[src/rtl/hazard_ctrl.sv]
`default_nettype none
// ============================================================================
//  Module   : hazard_ctrl
//  Purpose  : Pipeline hazard controller. Detects load-use and branch operand
//             hazards, squashes the wrong-path instruction after a taken
//             branch, honours an external freeze and counts bubble cycles.
//  Revision : 1.0  initial release
// ============================================================================
module hazard_ctrl (
    input  logic        clk,
    input  logic        rst_n,
    input  logic        ext_hold,
    input  logic [4:0]  id_rs,
    input  logic [4:0]  id_rt,
    input  logic        id_uses_rt,
    input  logic        id_is_branch,
    input  logic        id_equal,
    input  logic        ex_reg_write,
    input  logic        ex_mem_read,
    input  logic [4:0]  ex_dst,
    input  logic        mem_mem_read,
    input  logic [4:0]  mem_dst,
    input  logic        cnt_clear,
    output logic        pc_write,
    output logic        ifid_write,
    output logic        idex_bubble,
    output logic        pc_src,
    output logic        id_kill,
    output logic [1:0]  state,
    output logic [15:0] stall_cnt
);

    typedef enum logic [1:0] {
        ST_RUN    = 2'd0,
        ST_STALL  = 2'd1,
        ST_FLUSH  = 2'd2,
        ST_UNUSED = 2'd3
    } state_t;

    localparam logic [15:0] c_CNT_MAX = 16'hFFFF;

    state_t      r_state;
    state_t      w_next_state;
    logic [15:0] r_stall_cnt;
    logic        w_dep_ex;
    logic        w_dep_mem;
    logic        w_h2;
    logic        w_h1;

    // A producer register matches a source of the ID instruction; r0 never does.
    function automatic logic f_dep(input logic [4:0] x, input logic [4:0] rs,
                                   input logic [4:0] rt, input logic uses_rt);
        f_dep = (x != 5'd0) && ((x == rs) || (uses_rt && (x == rt)));
    endfunction

    // Hazard classification: H2 needs two bubbles, H1 needs one.
    always_comb begin
        w_dep_ex  = f_dep(ex_dst,  id_rs, id_rt, id_uses_rt);
        w_dep_mem = f_dep(mem_dst, id_rs, id_rt, id_uses_rt);
        w_h2 = id_is_branch & ex_mem_read & w_dep_ex;
        w_h1 = (id_is_branch & ex_reg_write & ~ex_mem_read & w_dep_ex)
             | (id_is_branch & mem_mem_read & w_dep_mem)
             | (~id_is_branch & ex_mem_read & w_dep_ex);
    end

    // State register; reset abandons any STALL/FLUSH sequence.
    always_ff @(posedge clk) begin
        if (!rst_n) begin
            r_state <= ST_RUN;
        end else begin
            r_state <= w_next_state;
        end
    end

    // Next-state and zero-latency control outputs; reset, then hold, take priority.
    always_comb begin
        w_next_state = r_state;
        pc_write     = 1'b1;
        ifid_write   = 1'b1;
        idex_bubble  = 1'b0;
        pc_src       = 1'b0;
        id_kill      = (r_state == ST_FLUSH);

        if (!rst_n) begin
            pc_write     = 1'b0;
            ifid_write   = 1'b0;
            idex_bubble  = 1'b1;
            id_kill      = 1'b0;
            w_next_state = ST_RUN;
        end else if (ext_hold) begin
            // Freeze everything but do not inject a bubble.
            pc_write   = 1'b0;
            ifid_write = 1'b0;
        end else begin
            case (r_state)
                ST_RUN: begin
                    if (w_h2) begin
                        pc_write     = 1'b0;
                        ifid_write   = 1'b0;
                        idex_bubble  = 1'b1;
                        w_next_state = ST_STALL;
                    end else if (w_h1) begin
                        pc_write     = 1'b0;
                        ifid_write   = 1'b0;
                        idex_bubble  = 1'b1;
                    end else if (id_is_branch && id_equal) begin
                        pc_src       = 1'b1;
                        w_next_state = ST_FLUSH;
                    end
                end
                ST_STALL: begin
                    pc_write     = 1'b0;
                    ifid_write   = 1'b0;
                    idex_bubble  = 1'b1;
                    w_next_state = ST_RUN;
                end
                ST_FLUSH: begin
                    w_next_state = ST_RUN;
                end
                default: begin
                    // Unreachable encoding: bubble once and recover.
                    pc_write     = 1'b0;
                    ifid_write   = 1'b0;
                    idex_bubble  = 1'b1;
                    w_next_state = ST_RUN;
                end
            endcase
        end
    end

    // Saturating bubble counter; clear wins over increment.
    always_ff @(posedge clk) begin
        if (!rst_n || cnt_clear) begin
            r_stall_cnt <= 16'd0;
        end else if (idex_bubble && (r_stall_cnt != c_CNT_MAX)) begin
            r_stall_cnt <= r_stall_cnt + 16'd1;
        end
    end

    assign state     = r_state;
    assign stall_cnt = r_stall_cnt;

endmodule
`default_nettype wire
[config.mk]
export PLATFORM = sky130hd
export DESIGN_NAME = hazard_ctrl
export DESIGN_NICKNAME = d
export VERILOG_FILES = /design/src/rtl/hazard_ctrl.sv
export SDC_FILE = /design/constraint.sdc
export NUM_CORES = 1
export LEC_CHECK = 0
export ABC_AREA = 1
export CELL_PAD_IN_SITES_DETAIL_PLACEMENT = 0
export CELL_PAD_IN_SITES_GLOBAL_PLACEMENT = 1
export CORE_MARGIN = 2
export CORE_UTILIZATION = 43
export CTS_BUF_LIST = sky130_fd_sc_hd__clkbuf_8
export CTS_CLUSTER_SIZE = 20
export DETAILED_ROUTE_END_ITERATION = 12
export DONT_BUFFER_PORTS = 1
export GPL_TIMING_DRIVEN = 0
export HOLD_SLACK_MARGIN = 0.1
export PLACE_DENSITY_LB_ADDON = 0.1
export SLEW_MARGIN = 40
export SYNTH_ARGS = -nofsm -noshare
export SYNTH_HDL_FRONTEND = slang
export SYNTH_SLANG_ARGS = --single-unit
[constraint.sdc]
create_clock -name clk -period 2.1 [get_ports clk]
set_clock_uncertainty 0.15 [all_clocks]
set_input_delay 0.21 -clock clk [delete_from_list [all_inputs] [get_ports clk]]
set_output_delay 0.21 -clock clk [all_outputs]
set_load 0.005 [all_outputs]
==> impl_metrics.csv <==
group,metric,value,unit
detailed_routing,ant_nets,0,
clock_tree,clock-root-buffer,"clkbuf_8",
timing,setup_viol,0,
synthesis,synthTopCellsByArea,"dfxtp_1 (25%), nand2_1 (18%), nand3_1 (11%), xor2_1 (7.2%), nor2_1 (7.0%)",
power_and_ir_drop,p_per_area,462.9,mW/mm^2
timing,finalMaxSlewViolations,0,
global_routing,antenna_found_initial,0,
clock_tree,cts_buffers,3,
detailed_routing,dr_wl_met2,1750,um
worst_hold_path,hold_path.class,"in -> reg",
global_routing,grt_start_max_net_pins,11,
global_routing,grt_pass1_wl,6044,um
setup_path,required,2.14,ns
synthesis,synth_seq_area_share,0.2478,
job,cap_violations,0,
clock_tree,cts.clk_slew.worst_paths,0.07,ns
floorplan,core,0.003284,mm^2
final_layout,finish.utilization,0.5090,
timing,worst_pin_slew,0.4728,ns
detailed_routing,via_per_inst,4.987,
floorplan,dieArea,0.003862,mm^2
setup_path,r2r_slack,0.14,ns
synthesis,netlist_instances,240,
detailed_routing,drt_wl_total,3518,um
detailed_routing,drcViolationCount,0,
placement,dpl.cell_count,286,
placement,dpl.hpwl,2730,um
timing,hold_viol,0,
timing,post-route-period-util,0.9331,
detailed_routing,met1_length,1532,um
synthesis,synth_top_cell_by_area,"dfxtp_1",
power_and_ir_drop,power.leakage,0.7495,nW
synthesis,synth_async_sr_flop_share,0,
worst_hold_path,hold_path_end,"stall_cnt[7]",
synthesis,avgSynthCellArea,6.058,um^2
setup_path,startpoint_type,"flip-flop",
clock_tree,clock_path_buffers,2,
detailed_routing,detail_route.wl_per_cell,11.77,um
timing,fmax,0.5103,GHz
clock_tree,cts_tree,"built",
floorplan,row_count,21,
floorplan,die_x,62.15,um
detailed_routing,drtIter0Drc,40,
setup_path,cp-end-kind,"flip-flop",
setup_path,path_class,"reg -> reg",
synthesis,yosysWarnings,0,
synthesis,ys_types,25,
placement,place_congestion,0.8246,
final_layout,diodes,0,
setup_path,arrival,2.00,ns
final_layout,syn_to_final_growth,14.97,%
setup_path,worstRegToRegCells,9,
global_routing,overflow,0,
floorplan,fp.dieH,62.15,um
clock_tree,clk_latency,0.25,ns
floorplan,start_util,0.4427,
synthesis,synth_seq_cells,18,
setup_path,path_max_fanout,6,
setup_path,r2r-end,"stall_cnt[14]",
synthesis,syn_nets,271,
final_layout,stdcell_count,299,
placement,dpl_cell_area,0.001511,mm^2
synthesis,synth_ff_type,"dfxtp_1",
clock_tree,cts_sinks,18,
synthesis,synth-edff-count,0,
synthesis,synth_top_cell_area_share,0.2478,
power_and_ir_drop,vdd_drop_max,180.4,uV
final_layout,drive_gt1_frac,0.1225,
placement,port_buffers,0,
synthesis,syn-cell-area,0.001454,mm^2
synthesis,synth.most_common_cell,"nand2_1",
global_routing,grtUsageTotal,0.1902,
final_layout,final_nets,285,
timing,period_needed,1.959,ns
setup_path,r2r-start,"stall_cnt[0]",
global_routing,first_global_vias,1405,
detailed_routing,vias,1491,
floorplan,pin_count,53,
final_layout,stdcell_area,0.001672,mm^2
timing,tns,0,ns
detailed_routing,routed.top_layer,"met4",
clock_tree,htree_num_levels,1,
detailed_routing,wl_met3,207,um
status,outcome,"completed",
worst_hold_path,holdPathStages,4,
timing,relSlewSlack,0.6848,
worst_hold_path,worstHoldStart,"rst_n",
synthesis,synth_common_cells,"nand2_1 (71), nand3_1 (32), nor2_1 (27), inv_1 (20)",
detailed_routing,firstDrtPassIters,4,
==> state kept, by name (all words and copies together) (netlist names) <==
| signal | count |
|---|---|
| stall_cnt | 16 |
| state | 2 |
==> layout by cell type (no fill, tap or decap), types with 2 or more instances in the layout <==
| cell | synthesis | layout |
|---|---|---|
| nand2_1 | 71 | 71 |
| nand3_1 | 32 | 30 |
| nor2_1 | 27 | 27 |
| inv_1 | 20 | 20 |
| a21oi_1 | 18 | 18 |
| dfxtp_1 | 18 | 16 |
| xor2_1 | 12 | 12 |
| inv_2 | 7 | 7 |
| xnor2_1 | 7 | 7 |
| buf_4 | 2 | 6 |
| o21ai_0 | 5 | 5 |
| clkbuf_8 | 0 | 4 |
| dlygate4sd3_1 | 0 | 4 |
| nand3_2 | 1 | 3 |
| nor4_1 | 3 | 3 |
| nand4_1 | 3 | 3 |
| nor3_1 | 2 | 2 |
| nand2_2 | 3 | 2 |
| buf_6 | 1 | 2 |
| dfxtp_2 | 0 | 2 |
==> per-stage QoR <==
step / power (W) / worst slack [ns] / hold WS (ns)
global route: 0.0008185 / -0.005406 / 0.1399
detailed placement: 0.0004872 / -0.1033 / 0.2237
global placement: 0.0004869 / -0.09575 / 0.2154
finish: 0.0007738 / 0.1405 / 0.1085
floorplan: 0.0004635 / 0.2128 / 0.2019
CTS: 0.0007876 / 0.02756 / 0.1168
==> report_power, final <==
| part | internal [W] | switching (W) | total, W |
|---|---|---|---|
| registers | 0.000345 | 0.00000507 | 0.000350 |
| clock network | 0.000167 | 0.000122 | 0.000289 |
| logic | 0.0000567 | 0.0000779 | 0.000135 |
==> layout make-up <==
type	instances	area, um^2
sequential	18	362.8
timing repair buffer	9	77.57
multi-input combinational	189	963.4
clock buffer	4	55.05
inverter	27	101.3
buffer	6	53.80
tap	46	57.56
fill	355	1613
==> worst max path at each step <==
stage            startpoint             to  slack, ns  cells after the start
2_1_floorplan  stall_cnt[0]   stall_cnt[0]       0.21                      8
3_3_place_gp   stall_cnt[0]  stall_cnt[11]       -0.1                      9
3_5_place_dp   stall_cnt[0]  stall_cnt[15]      -0.10                      9
4_1_cts        stall_cnt[0]   stall_cnt[4]       0.03                      9
5_1_grt        stall_cnt[0]  stall_cnt[14]     -0.005                      9
6_report       stall_cnt[0]  stall_cnt[14]       0.14                      9
==> routing by layer <==
metal | vias up | global-route usage
li1 | 795 | -
met1 | 646 | 0.2161
met2 | 48 | 0.3587
met3 | 2 | 0.02899
met4 | 0 | 0.06667
met5 | - | 0
==> cell families (layout without fill, tap and decap cells) <==
kind of cell             Yosys count  count (layout)  share of synthesized area
adder cells (fa/ha/maj)            1               1                   0.008604
XOR/XNOR                          19              19                     0.1145
flip-flops                        18              18                     0.2479
AND/OR/NAND/NOR                  145             145                     0.4406
AO/OA/AOI/OAI                     24              24                    0.08434
buffers and inverters             33              46                     0.1041
==> worst max-delay path, cell delays in order (launching register included) <==
cell and delay (ns):
dfxtp_2 0.39, ha_1 0.21, nand3_2 0.13, nor3_4 0.18
nand3_2 0.11, nor2_1 0.20, nand4_1 0.13, xnor2_1 0.15
nand3_1 0.09, a21oi_1 0.14
==> repair_timing <==
action                     CTS  global route
hold buffers                 4             0
setup endpoints to repair   11            13
resized for setup            4             3
hold endpoints to repair     8             0
pin swaps                    1             1
setup buffers                1             4
Note: power is estimated with default switching activity, not from simulation.
